**src/rtl/clint_bus_arbiter.sv**
```systemverilog
// clint_bus_arbiter: round-robin two-master arbiter sharing the CLINT register port.
// Each transaction runs IDLE (grant) -> ACCESS (one slave strobe) -> RESP (ack to the owner).
module clint_bus_arbiter #(
    parameter int DATA_W        = 32,
    parameter bit RR_RESET_LAST = 1'b1
) (
    input  logic              i_clk,
    input  logic              i_rst,
    input  logic              i_m0_req,
    input  logic              i_m0_wen,
    input  logic [DATA_W-1:0] i_m0_addr,
    input  logic [DATA_W-1:0] i_m0_wrdata,
    output logic              o_m0_ack,
    output logic [DATA_W-1:0] o_m0_rddata,
    input  logic              i_m1_req,
    input  logic              i_m1_wen,
    input  logic [DATA_W-1:0] i_m1_addr,
    input  logic [DATA_W-1:0] i_m1_wrdata,
    output logic              o_m1_ack,
    output logic [DATA_W-1:0] o_m1_rddata,
    output logic              o_s_wen,
    output logic              o_s_ren,
    output logic [DATA_W-1:0] o_s_addr,
    output logic [DATA_W-1:0] o_s_wrdata,
    input  logic [DATA_W-1:0] i_s_rddata,
    output logic              o_busy
);
    typedef enum logic [1:0] {IDLE, ACCESS, RESP} state_t;
    state_t state, state_nx;
    logic grant, win, owner, lwen, last_grant;
    logic [DATA_W-1:0] laddr, lwdata, m0_rd, m1_rd;
    // m1 wins only when alone or when m0 was served last
    assign win = i_m1_req && (!i_m0_req || !last_grant);
    always_ff @(posedge i_clk or negedge i_rst) begin
        if (!i_rst) state <= IDLE;
        else        state <= state_nx;
    end
    always_comb begin
        grant       = (state == IDLE) && (i_m0_req || i_m1_req);
        state_nx    = grant ? ACCESS : (state == ACCESS) ? RESP : IDLE;
        o_s_wen     = (state == ACCESS) && lwen;
        o_s_ren     = (state == ACCESS) && !lwen;
        o_m0_ack    = (state == RESP) && !owner;
        o_m1_ack    = (state == RESP) && owner;
        o_busy      = state != IDLE;
        o_s_addr    = laddr;
        o_s_wrdata  = lwdata;
        o_m0_rddata = m0_rd;
        o_m1_rddata = m1_rd;
    end
    always_ff @(posedge i_clk or negedge i_rst) begin
        if (!i_rst) begin
            owner      <= 1'b0;
            lwen       <= 1'b0;
            laddr      <= '0;
            lwdata     <= '0;
            last_grant <= RR_RESET_LAST;
            m0_rd      <= '0;
            m1_rd      <= '0;
        end else begin
            if (grant) begin
                owner  <= win;
                lwen   <= win ? i_m1_wen : i_m0_wen;
                laddr  <= win ? i_m1_addr : i_m0_addr;
                lwdata <= win ? i_m1_wrdata : i_m0_wrdata;
            end
            if (state == ACCESS) begin
                last_grant <= owner;
                if (!owner) m0_rd <= lwen ? '0 : i_s_rddata;
                if (owner)  m1_rd <= lwen ? '0 : i_s_rddata;
            end
        end
    end
endmodule

```
**config.mk**
```make
export PLATFORM = sky130hd
export DESIGN_NAME = clint_bus_arbiter
export DESIGN_NICKNAME = d
export VERILOG_FILES = /design/src/rtl/clint_bus_arbiter.sv
export SDC_FILE = /design/constraint.sdc
export NUM_CORES = 1
export LEC_CHECK = 0
export BUFFER_PORTS_ARGS = -buffer_cell sky130_fd_sc_hd__buf_2
export CAP_MARGIN = 20
export CORE_ASPECT_RATIO = 0.5
export CORE_UTILIZATION = 42
export DETAILED_ROUTE_END_ITERATION = 8
export PLACE_DENSITY = 0.77
export RECOVER_POWER = 100
export SLEW_MARGIN = 20
export SYNTH_ARGS = -nofsm -noshare
export SYNTH_HDL_FRONTEND = slang
export SYNTH_SLANG_ARGS = --single-unit
```
**constraint.sdc**
```tcl
create_clock -name i_clk -period 1.6 [get_ports i_clk]
set_input_delay 0.16 -clock i_clk [delete_from_list [all_inputs] [get_ports i_clk]]
set_output_delay 0.16 -clock i_clk [all_outputs]
set_load 0.01 [all_outputs]
```
-- After elaboration in Yosys (flattened, before gate mapping)
Cells that the tools add are included.
- eq/ne operators: 2
- bitwise logic cells: 1
- reduce and logical (&&, ||, !) cells: 16
- muxes and demuxes: 6
- operators by type and width (cell ; count):
    $mux 32 ; 3
    $logic_and 1x1->1 ; 6
    $logic_not 1->1 ; 4
    $mux 2 ; 2
    $reduce_and 2->1 ; 2
    $eq 2x1->1 const B ; 1
    $eq 2x2->1 const B ; 1
    $logic_not 2->1 ; 1
    $logic_or 1x1->1 ; 2
    $reduce_bool 2->1 ; 1
    $mux 1 ; 1
    $not 1->1 ; 1
- bits of input ports: 166
- output and inout port bits: 133
- bits in registers: 133

-- Depth between registers and ports, before layout
Gate-level depths: netlist (run 1).
- depth after elaboration: 4
- mapped depth: 5
- gate-level depth less buffers: 3

-- Worst setup path before layout (run 1)
No wires, ideal clock.
- kind: flip-flop to flip-flop
- from: register state[1]
- to: register laddr[0] (netlist: o_s_addr[0])
- cell stages (with the launch flop): 6
- data required time: 1.475 ns
- period minus slack after synthesis: 1.632 ns
- arrival time: 1.507 ns
- slack: -0.032 ns
- buffers on the path: 2
- path through: dfrtp_1 > or2_1 > nor2_1 > buf_4 > buf_6 > mux2_4
- cells in the longest elaborated chain, start to end: 2
- ends and longest elaborated chain (what ; line ; source):
    start, declared ; 29 ; state_t state, state_nx;
    start signal, assigned ; 36 ; else state <= state_nx;
    $logic_not 2->1 ; 39 ; grant = (state == IDLE) && (i_m0_req || i_m1_req);
    $logic_and 1x1->1 ; 39 ;
    end signal, assigned ; 64 ; laddr <= win ? i_m1_addr : i_m0_addr;
    end, declared ; 31 ; logic [DATA_W-1:0] laddr, lwdata, m0_rd, m1_rd;
Every way passes these cells.
A chain may end at the register's enable or synchronous reset.

-- Worst setup path after layout (run 1)
- from: register last_grant
- to: register lwdata[26] (netlist: o_s_wrdata[26])
- cells in the longest elaborated chain, start to end: 4
- ends and longest elaborated chain (what ; line ; source):
    start, declared ; 30 ; logic grant, win, owner, lwen, last_grant;
    start signal, assigned ; 68 ; last_grant <= owner;
    $logic_not 1->1 ; 33 ; assign win = i_m1_req && (!i_m0_req || !last_grant);
    $logic_or 1x1->1 ; 33 ;
    $logic_and 1x1->1 ; 33 ;
    $mux 32 ; 65 ; lwdata <= win ? i_m1_wrdata : i_m0_wrdata;
    end signal, assigned ; 65 ;
    end, declared ; 31 ;
Every way passes these cells.

==> results of run 1 <==
[Yosys cell counts, types with 2 or more instances]
library cell    n
buf_6           9
nor2b_1         2
o21ai_1         9
dfrtp_1       132
nand2b_1       32
nand2_1        64
mux2_4         78
clkbuf_1       14
o21ai_0        56
mux2_2         52
buf_2           5
nor2_1          2
[worst max-delay path, delay by kind of cell (launching register included)]
family	cells	cell delay, ns
mux	2	0.62
flops	1	0.55
buf+inv	1	0.20
compound gates	1	0.18
[registers in the layout, summed over array words and instances, names as in the netlist]
register / flops
o_s_addr: 32
state: 2
owner: 1
o_m0_rddata: 32
last_grant: 1
lwen: 1
o_m1_rddata: 32
o_s_wrdata: 32
[layout by cell type (no fill, tap or decap), drive strengths merged]
cell type	netlist	routed
buf	16	182
clkbuf	14	152
dfrtp	132	132
mux2	130	130
o21ai	65	65
nand2	64	64
nand2b	32	32
clkinv	0	5
clkinvlp	0	4
inv	0	3
bufinv	0	2
nor2	2	2
nor2b	2	2
or2	1	1
and2	1	1
nor3b	1	1
and3b	1	1
a21bo	1	1
nand3b	1	1
or3b	1	1
o31ai	1	1
o21a	1	1
dlygate4sd3	0	1
dfstp	1	1
[cells by family (layout without fill, tap and decap cells)]
kind of cell	count (synthesis)	after routing	synth area share
DFF	133	133	0.543
muxes	130	130	0.286
and+or+nand+nor	106	106	0.0824
AOI/OAI and AO/OA	68	68	0.0571
buffers and inverters	30	349	0.0310
[power groups by stage]
stage | clock network (mW) | registers, mW | logic (mW)
finish | 3.81 | 5.71 | 6.51
global placement | 0 | 5.65 | 6.64
CTS | 3.91 | 5.67 | 6.87
detailed placement | 0 | 5.70 | 6.83
global route | 4.07 | 5.90 | 7.02
floorplan | 0 | 6.30 | 3.62
[worst paths after layout]
check | startpoint | end | slack [ns]
min reg2reg | o_m1_rddata[29] | o_m1_rddata[29] | 0.48
min in group asynchronous | i_rst | o_s_wrdata[15] | 0.33
max | last_grant | o_s_wrdata[26] | -0.07
min | i_s_rddata[18] | o_m0_rddata[18] | 0.02
max in group asynchronous | i_rst | o_s_addr[5] | 0.29
max reg2reg | last_grant | o_s_wrdata[26] | -0.07
[layer usage]
layer  wire length, µm  track usage
met1              6900        0.253
met2              8350        0.370
met3               490       0.0436
met4               326       0.0837
met5                 0            0
[stage by stage]
step                power (mW)  hold slack, ns  utilization
floorplan                 9.92          -0.136            -
global placement          12.3           0.110        0.570
detailed placement        12.5           0.109        0.570
CTS                       16.5          0.0144        0.614
global route              17.0          0.0246        0.602
finish                    16.0          0.0238        0.602
[cell type report]
cell class	count	area (µm²)
clock buffer	18	429
multi-input combinational	304	2650
fill	1179	5530
clock inverter	14	153
timing repair buffer	317	1560
tap	192	240
sequential	133	3330
[what timing repair did]
| item | in CTS | in global routing |
|---|---|---|
| endpoints found under the setup margin | 66 | 75 |
| gates cloned | 0 | 1 |
| hold buffers | 1 | 0 |
| setup buffers | 0 | 0 |
| gates resized for setup | 4 | 6 |
| endpoints found under the hold margin | 24 | 0 |
==> impl_metrics.ini, run 1 <==
[placed_design]
dp_slack_ns = -0.0796
place_congestion = 0.812
hpwl_mm = 11.6
placed_area_um2 = 7920
post-place-cells = 944
portBuffers = 298

[clock_network]
cts_tree = done
root_buffer = clkbuf_16
ctsHtreeMaxLevel = 4
clk_latency_ns = 0.41
path_clk_slew_ns = 0.07
cts_buffer_depth = 2
clock_sinks = 133
cts_inserted_buffers = 17

[timing]
period_minus_slack_ns = 1.67
setup_viol = 63
finalSetupTns_ns = -2.40
finalHoldViolCount = 0
fmax_ghz = 0.600
max-slew-margin-rel = 0.549
worst_pin_slew_ns = 0.676
timing.final.ws_setup_ns = -0.0678
rsz0062_at_grt = true
slew_viol_final = 0
finClkSkew_ns = 0.0150
period_share = 1.04

[global_routing]
track_usage = 0.209
grt_max_degree = 66
grt-ovfl-total = 0
antenna_found_initial = 0
grt_pass1_wl_mm = 24.4
grt_pass1_vias = 4720

[worst_setup_path]
cpMostUsedCell = mux2_2
cp.arrival_ns = 1.95
startpoint_type = register
critPathMaxFanout = 24
rr_worst_depth = 4
cpMaxStageDelayCell = dfstp_2
endpoint_kind = register
crit_type = register to register
critPathMaxStageDelay_ns = 0.55
crit_chain = a21bo_4 -> buf_12 -> mux2_2 -> mux2_2
cp.required_ns = 1.88

[route]
drc = 0
drt-initial-drc-count = 161
drt_wl_total_mm = 16.1
via_per_inst = 4.73
vias = 4629
ant_nets = 0
post_drt_wl_per_cell_um = 16.4
first_pass_iters = 4

[floorplan]
die_w_um = 173
initial_core_util = 0.442
die_h_um = 87.4
core_area_um2 = 13900
io_pins = 299
rows = 30
die_area_um2 = 15100

[yosys]
ys_ff_latch = 133
ys_top_cells_by_area = dfrtp_1 54%, mux2_4 19%, mux2_2 9.5%
syn_nets = 633
async_flop_share = 1.00
seq_area_frac_synth = 0.543
yosysTopAreaCell = dfrtp_1
synth_area_um2 = 6130
yosysWarningCount = 0
ys_types = 24
synth_edf_count = 0
syn_avg_cell_area_um2 = 13.1
synth_cells = 467
synth_ff_type = dfrtp_1
yosysTopAreaCellShare = 0.539

[power_and_ir_drop]
pwr-share-seq = 0.356
p_sw_frac = 0.353
p_switching_mw = 5.67
p_per_area_nw_per_um2 = 1920
peakVddDrop_mv = 0.759
pwr-share-clk = 0.238
p_comb_frac = 0.406
p_leak_nw = 4.03
p_int_mw = 10.4

[cells_and_area]
layout-drive-gt1-share = 0.447
stdcell_area_um2 = 8360
final_cells = 978
final_net_count = 939
syn_to_final_growth_pct = 36.3
n_antenna_cell = 0

[hold_path]
hold_path_depth = 3
hold_path.class = input pin to register

[flow_run]
cap_viol_max_count = 0

[run_status]
run_status = finished, violations left
failed_checks = negative setup slack
Power figures use the tool's default switching activity.
==> run 2, diff against run 1 <==
Settings changed: ABC_AREA set to 1, CORE_UTILIZATION 42 to 43, REMOVE_ABC_BUFFERS set to 1.
==> run 2 against run 1 <==
Effect of this change:
- the run now ends clean
- hold slack better by 0.031 ns
- core utilization down 0.67 points
- flip-flop and latch count unchanged
- global-route usage up 1.8 points
- critical endpoint is now o_s_ren
- via count up 45%
- sequential power up 2%
- die area up 5.2%
- setup slack better by 0.18 ns
- clock power up 7.9%
- sequential share of layout area down 1.9 points
- synthesized area up 7.8%
- non-clock buffer count up 6
==> impl_metrics.ini, run 2 <==
[yosys]
ys_top_cells_by_area = dfrtp_1 50%, nand2_1 21%, nand3_1 9.8%
synth_area_um2 = 6610
ys_types = 17
synth_edf_count = 0
yosysTopAreaCellShare = 0.500
synth_cells = 924
synth.most_common_cell = nand2_1
yosysWarningCount = 0
yosysTopAreaCell = dfrtp_1
synth_ff_type = dfrtp_1
ys_ff_latch = 133
syn_avg_cell_area_um2 = 7.15
async_flop_share = 1.00
ys_top_cells_by_count = 362 x nand2_1, 167 x inv_1, 132 x dfrtp_1, 130 x nand3_1, 37 x nor2_1
seq_area_frac_synth = 0.504

[timing]
slew_viol_final = 0
period_minus_slack_ns = 1.49
rsz0062_at_grt = false
worst_pin_slew_ns = 0.727
fin_hold_ws_ns = 0.0545
finClkSkew_ns = 0.0115
finalHoldViolCount = 0
max-slew-margin-rel = 0.514
setup_viol = 0
fmax_ghz = 0.670
period_share = 0.933
finalSetupTns_ns = 0

[hold_path]
hold_end = o_s_wrdata[20]
hold_path.class = input pin to register
hold_path_depth = 5
hold_path.startpoint = i_m0_wrdata[20]

[route]
m1WireLength_mm = 8.06
first_pass_iters = 4
routed.top_layer = met4
ant_nets = 0
via_per_inst = 4.73
wl_met2_mm = 9.06
drt-initial-drc-count = 309
vias = 6715
post_drt_wl_per_cell_um = 13.0
drt_wl_total_mm = 18.4
drc = 0
dr_wl_met3_um = 994

[power_and_ir_drop]
p_leak_nw = 5.22
peakVddDrop_mv = 0.952
p_comb_frac = 0.393
pwr-share-seq = 0.355
pwr-share-clk = 0.251
p_switching_mw = 6.79
p_int_mw = 9.57
p_per_area_nw_per_um2 = 1870
total_power_mw = 16.4
p_sw_frac = 0.415

[worst_setup_path]
crit_type = register to output port
rr_worst_depth = 6
path_delay_family = flip-flops
cp.required_ns = 1.44
endpoint_kind = output port
reg2reg_slack_ns = 0.14
crit_chain = clkinv_2 -> nand2_4 -> buf_12 -> nor2_2 -> buf_2
critPathBufInv = 3
rr_startpoint = state[0]
critPathMaxStageDelay_ns = 0.39
worstReg2RegEnd = o_s_wrdata[10]
critPathMaxFanout = 22
startpoint_type = register
cp.arrival_ns = 1.33
cpMaxStageDelayCell = dfrtp_1

[clock_network]
cts_inserted_buffers = 17
clock_sinks = 133
ctsHtreeMaxLevel = 4
root_buffer = clkbuf_16
path_clk_slew_ns = 0.06
cts_buffer_depth = 2
clk_latency_ns = 0.40
cts_tree = done

[global_routing]
antenna_found_initial = 0
grt_max_degree = 49
grt_pass1_vias = 5953
grt-ovfl-total = 0
grt_pass1_wl_mm = 28.5
track_usage = 0.227

[run_status]
run_status = complete, no violations

[floorplan]
die_w_um = 177
core_area_um2 = 14700
io_pins = 299
rows = 31
initial_core_util = 0.448
die_h_um = 89.7
die_area_um2 = 15900

[cells_and_area]
fill_cells = 1443
syn_to_final_growth_pct = 32.7
layout_common_cells = 359 x nand2_1, 167 x inv_1, 165 x buf_2, 132 x clkbuf_1, 131 x dfrtp_1
layout-drive-gt1-share = 0.189
n_antenna_cell = 0
final_net_count = 1376
layout_commonest_cell = nand2_1

[placed_design]
portBuffers = 298
hpwl_mm = 13.2
place_congestion = 0.840

[flow_run]
cap_viol_max_count = 0
==> run 2: changes by cell type in the layout (fill, tap and decap cells not counted), moves of 24 or more <==
cell and change:
nand3_1 +130, inv_1 +167, nor2_1 +35, mux2_2 -48
o21ai_0 -24, mux2_4 -82, nand2b_1 -32, nand2_1 +295
==> run 2: layer usage <==
layer / up-vias / track usage
met5: - / 0
met4: 0 / 0.0676
met3: 22 / 0.0450
met2: 237 / 0.397
met1: 3141 / 0.290
li1: 3315 / -
==> run 2: worst register-to-register path: cells and delay by family (launching register included) <==
| family | cells | cell delay [ns] |
|---|---|---|
| flops | 1 | 0.44 |
| simple gates | 4 | 0.48 |
| buf+inv | 2 | 0.47 |
==> run 2: logic make-up after synthesis <==
group,synth area share
flip-flops,0.504
AND/OR/NAND/NOR,0.329
buffers and inverters,0.141
AO/OA/AOI/OAI,0.0257
==> run 2: area by class of cell <==
type                       instances  area (µm²)  share of cell area
timing repair buffer             323        1580               0.180
clock inverter                    14         190              0.0217
sequential                       133        3330               0.380
tap                              198         248              0.0282
multi-input combinational        567        2370               0.270
inverter                         168         632              0.0720
clock buffer                      18         429              0.0489
==> run 2: what timing repair did <==
item / CTS / global route
setup endpoints to repair: 3 / 1
buffers inserted: 1 / 0
pin swaps: 0 / 0
endpoints found under the hold margin: 105 / 0
resized for setup: 5 / 3
hold buffers: 1 / 0
==> run 2: stage by stage <==
stage,setup WS [ns],std cells,area [µm²],util
final,0.108,1421,8770,0.595
after global routing,0.0122,1421,8770,0.595
after CTS,0.0386,1421,8980,0.609
after detailed placement,0.122,1387,8320,0.565
after global placement,0.215,1387,8320,0.565
after floorplan,-1.57,868,6310,-
==> run 2: how the worst max path moves through the flow <==
stage                      to  depth (start not counted)  startpoint  slack, ns
6_report              o_s_ren                          5    state[1]       0.11
5_1_grt               o_s_ren                          5    state[1]       0.01
3_5_place_dp   o_m0_rddata[9]                          5    state[1]       0.12
4_1_cts               o_s_ren                          5    state[1]       0.04
3_3_place_gp   o_m0_rddata[1]                          5    state[1]       0.22
2_1_floorplan           owner                          3  last_grant      -1.57
==> run 2: power by group through the flow <==
stage	Sequential, mW	Clock [mW]	Combinational (mW)
after floorplan	6.57	0	2.87
after global placement	5.78	0	6.68
after detailed placement	5.79	0	6.88
after CTS	5.77	4.20	6.95
after global routing	6.01	4.37	7.25
final	5.82	4.11	6.44
==> run 3, diff against run 2 <==
Settings changed: CELL_PAD_IN_SITES_DETAIL_PLACEMENT set to 0, CELL_PAD_IN_SITES_GLOBAL_PLACEMENT set to 1, CORE_ASPECT_RATIO 0.5 to 0.6, CORE_UTILIZATION 43 to 29, PLACE_DENSITY 0.77 to not set, PLACE_DENSITY_LB_ADDON set to 0.1.
==> run 3 against run 2 <==
Effect of this change:
- design area increased by 4.2%
- setup slack got worse by 0.031 ns
- cell count rose by 8.1%
- clock skew shrank 0.0042 ns
- first-iteration DRC count is 22% lower
- clock-buffer cell count rose by 4
- wire length increased by 19%
- critical path depth unchanged
==> impl_metrics.ini, run 3 (synthesized netlist as in run 2, its figures left out) <==
[cells_and_area]
stdcell_area_um2 = 9140
final_net_count = 1381
syn_to_final_growth_pct = 38.3
fill_cells = 2390
layout-drive-gt1-share = 0.299
post-route-util = 0.412
layout_common_cells = 359 x nand2_1, 297 x buf_2, 167 x inv_1, 131 x dfrtp_1, 130 x nand3_1
layout_commonest_cell = nand2_1

[hold_path]
hold_path.startpoint = i_m0_addr[17]
hold_path_depth = 5
hold_end = o_s_addr[17]
hold_path.class = input pin to register

[power_and_ir_drop]
total_power_mw = 16.8
p_leak_nw = 5.69
peakVddDrop_mv = 0.939
p_per_area_nw_per_um2 = 1840

[timing]
rsz0062_at_grt = true
finalHoldViolCount = 0
finClkSkew_ns = 0.00726
setup_viol = 0
worst_pin_slew_ns = 0.859
period_minus_slack_ns = 1.52
period_share = 0.952
fin_hold_ws_ns = 0.0345
slew_viol_final = 0
fmax_ghz = 0.657
max-slew-margin-rel = 0.427

[worst_setup_path]
critPathBufInv = 3
rr_worst_depth = 4
startpoint_type = register
critPathMaxStageDelay_ns = 0.39
reg2reg_slack_ns = 0.10
crit_chain = inv_2 -> nand2_4 -> buf_12 -> nor2_1 -> buf_2
cp-startpoint = state[1]
rr_startpoint = owner
worstReg2RegEnd = o_m0_rddata[12]
cp.required_ns = 1.44
path_delay_family = flip-flops
cp_num_cells = 5
critPathMaxFanout = 20
crit_type = register to output port
cp.arrival_ns = 1.36
cpMaxStageDelayCell = dfrtp_1
endpoint_kind = output port

[placed_design]
portBuffers = 298
hpwl_mm = 14.9
placed_area_um2 = 8510
place_congestion = 0.769

[floorplan]
io_pins = 299
initial_core_util = 0.298
die_w_um = 197
rows = 42
die_area_um2 = 23400
core_area_um2 = 22200
die_h_um = 119

[clock_network]
path_clk_slew_ns = 0.06
root_buffer = clkbuf_16
cts_buffer_depth = 2
clock_sinks = 133
clk_latency_ns = 0.42
cts_inserted_buffers = 17
ctsHtreeMaxLevel = 4
cts_tree = done

[global_routing]
grt_pass1_vias = 6344
antenna_found_initial = 1
grt_pass1_wl_mm = 34.9
track_usage = 0.194
grt-ovfl-total = 0
grt_max_degree = 66

[route]
post_drt_wl_per_cell_um = 14.3
first_pass_iters = 5
drt-initial-drc-count = 241
dr_wl_met3_mm = 1.15
drc = 0
drt_wl_total_mm = 22.0
wl_met2_mm = 9.64
ant_nets = 0
vias = 6490
routed.top_layer = met4
m1WireLength_mm = 11.0
via_per_inst = 4.23

[run_status]
run_status = complete, no violations

[flow_run]
cap_viol_max_count = 0
[run 3: power by group]
group	total (mW)	leakage (nW)	internal, mW	switching [mW]
registers	5.72	1.65	4.93	0.788
clock network	3.71	0.272	2.24	1.47
logic	7.40	3.77	2.80	4.60
[run 3: area by class of cell]
| type | instances | area [µm²] | area share |
|---|---|---|---|
| clock inverter | 9 | 78.8 | 0.00862 |
| inverter | 168 | 631 | 0.0690 |
| tap | 308 | 385 | 0.0422 |
| antenna | 1 | 2.50 | 0.000274 |
| timing repair buffer | 327 | 1850 | 0.202 |
| sequential | 133 | 3330 | 0.364 |
| clock buffer | 22 | 474 | 0.0519 |
| multi-input combinational | 568 | 2390 | 0.262 |
[run 3: through the flow]
| stage | TNS, ns | cells | setup WS [ns] |
|---|---|---|---|
| floorplan | -132.72 | 868 | -1.57 |
| finish | 0 | 1536 | 0.0769 |
| global route | -0.00313 | 1536 | -0.00313 |
| CTS | -0.0107 | 1530 | -0.0107 |
| detailed placement | 0 | 1497 | 0.0491 |
| global placement | 0 | 1497 | 0.0816 |
[run 3: metal layers]
metal / up-vias / track usage
li1: 3336 / -
met1: 2979 / 0.277
met2: 159 / 0.292
met3: 16 / 0.0496
met4: 0 / 0.0489
met5: - / 0
[run 3: worst register-to-register path: cells and delay by family, from the launching register on]
| family | cells | cell delay [ns] |
|---|---|---|
| flip-flops | 1 | 0.43 |
| buffers and inverters | 1 | 0.15 |
| AND/OR/NAND/NOR | 3 | 0.86 |
[run 3: worst max path at each step]
| stage | endpoint |
|---|---|
| floorplan | owner |
| global placement | o_m0_rddata[9] |
| detailed placement | o_m0_rddata[27] |
| CTS | o_s_wen |
| global route | o_s_ren |
| finish | o_s_ren |
[run 3: repair_timing]
item                                    CTS  global route
endpoints found under the setup margin    4            34
buffers inserted                          0             4
resized for setup                         5             4
pin swaps                                 0             1
hold buffers                              1             0
gates cloned                              1             1
endpoints found under the hold margin   132             0
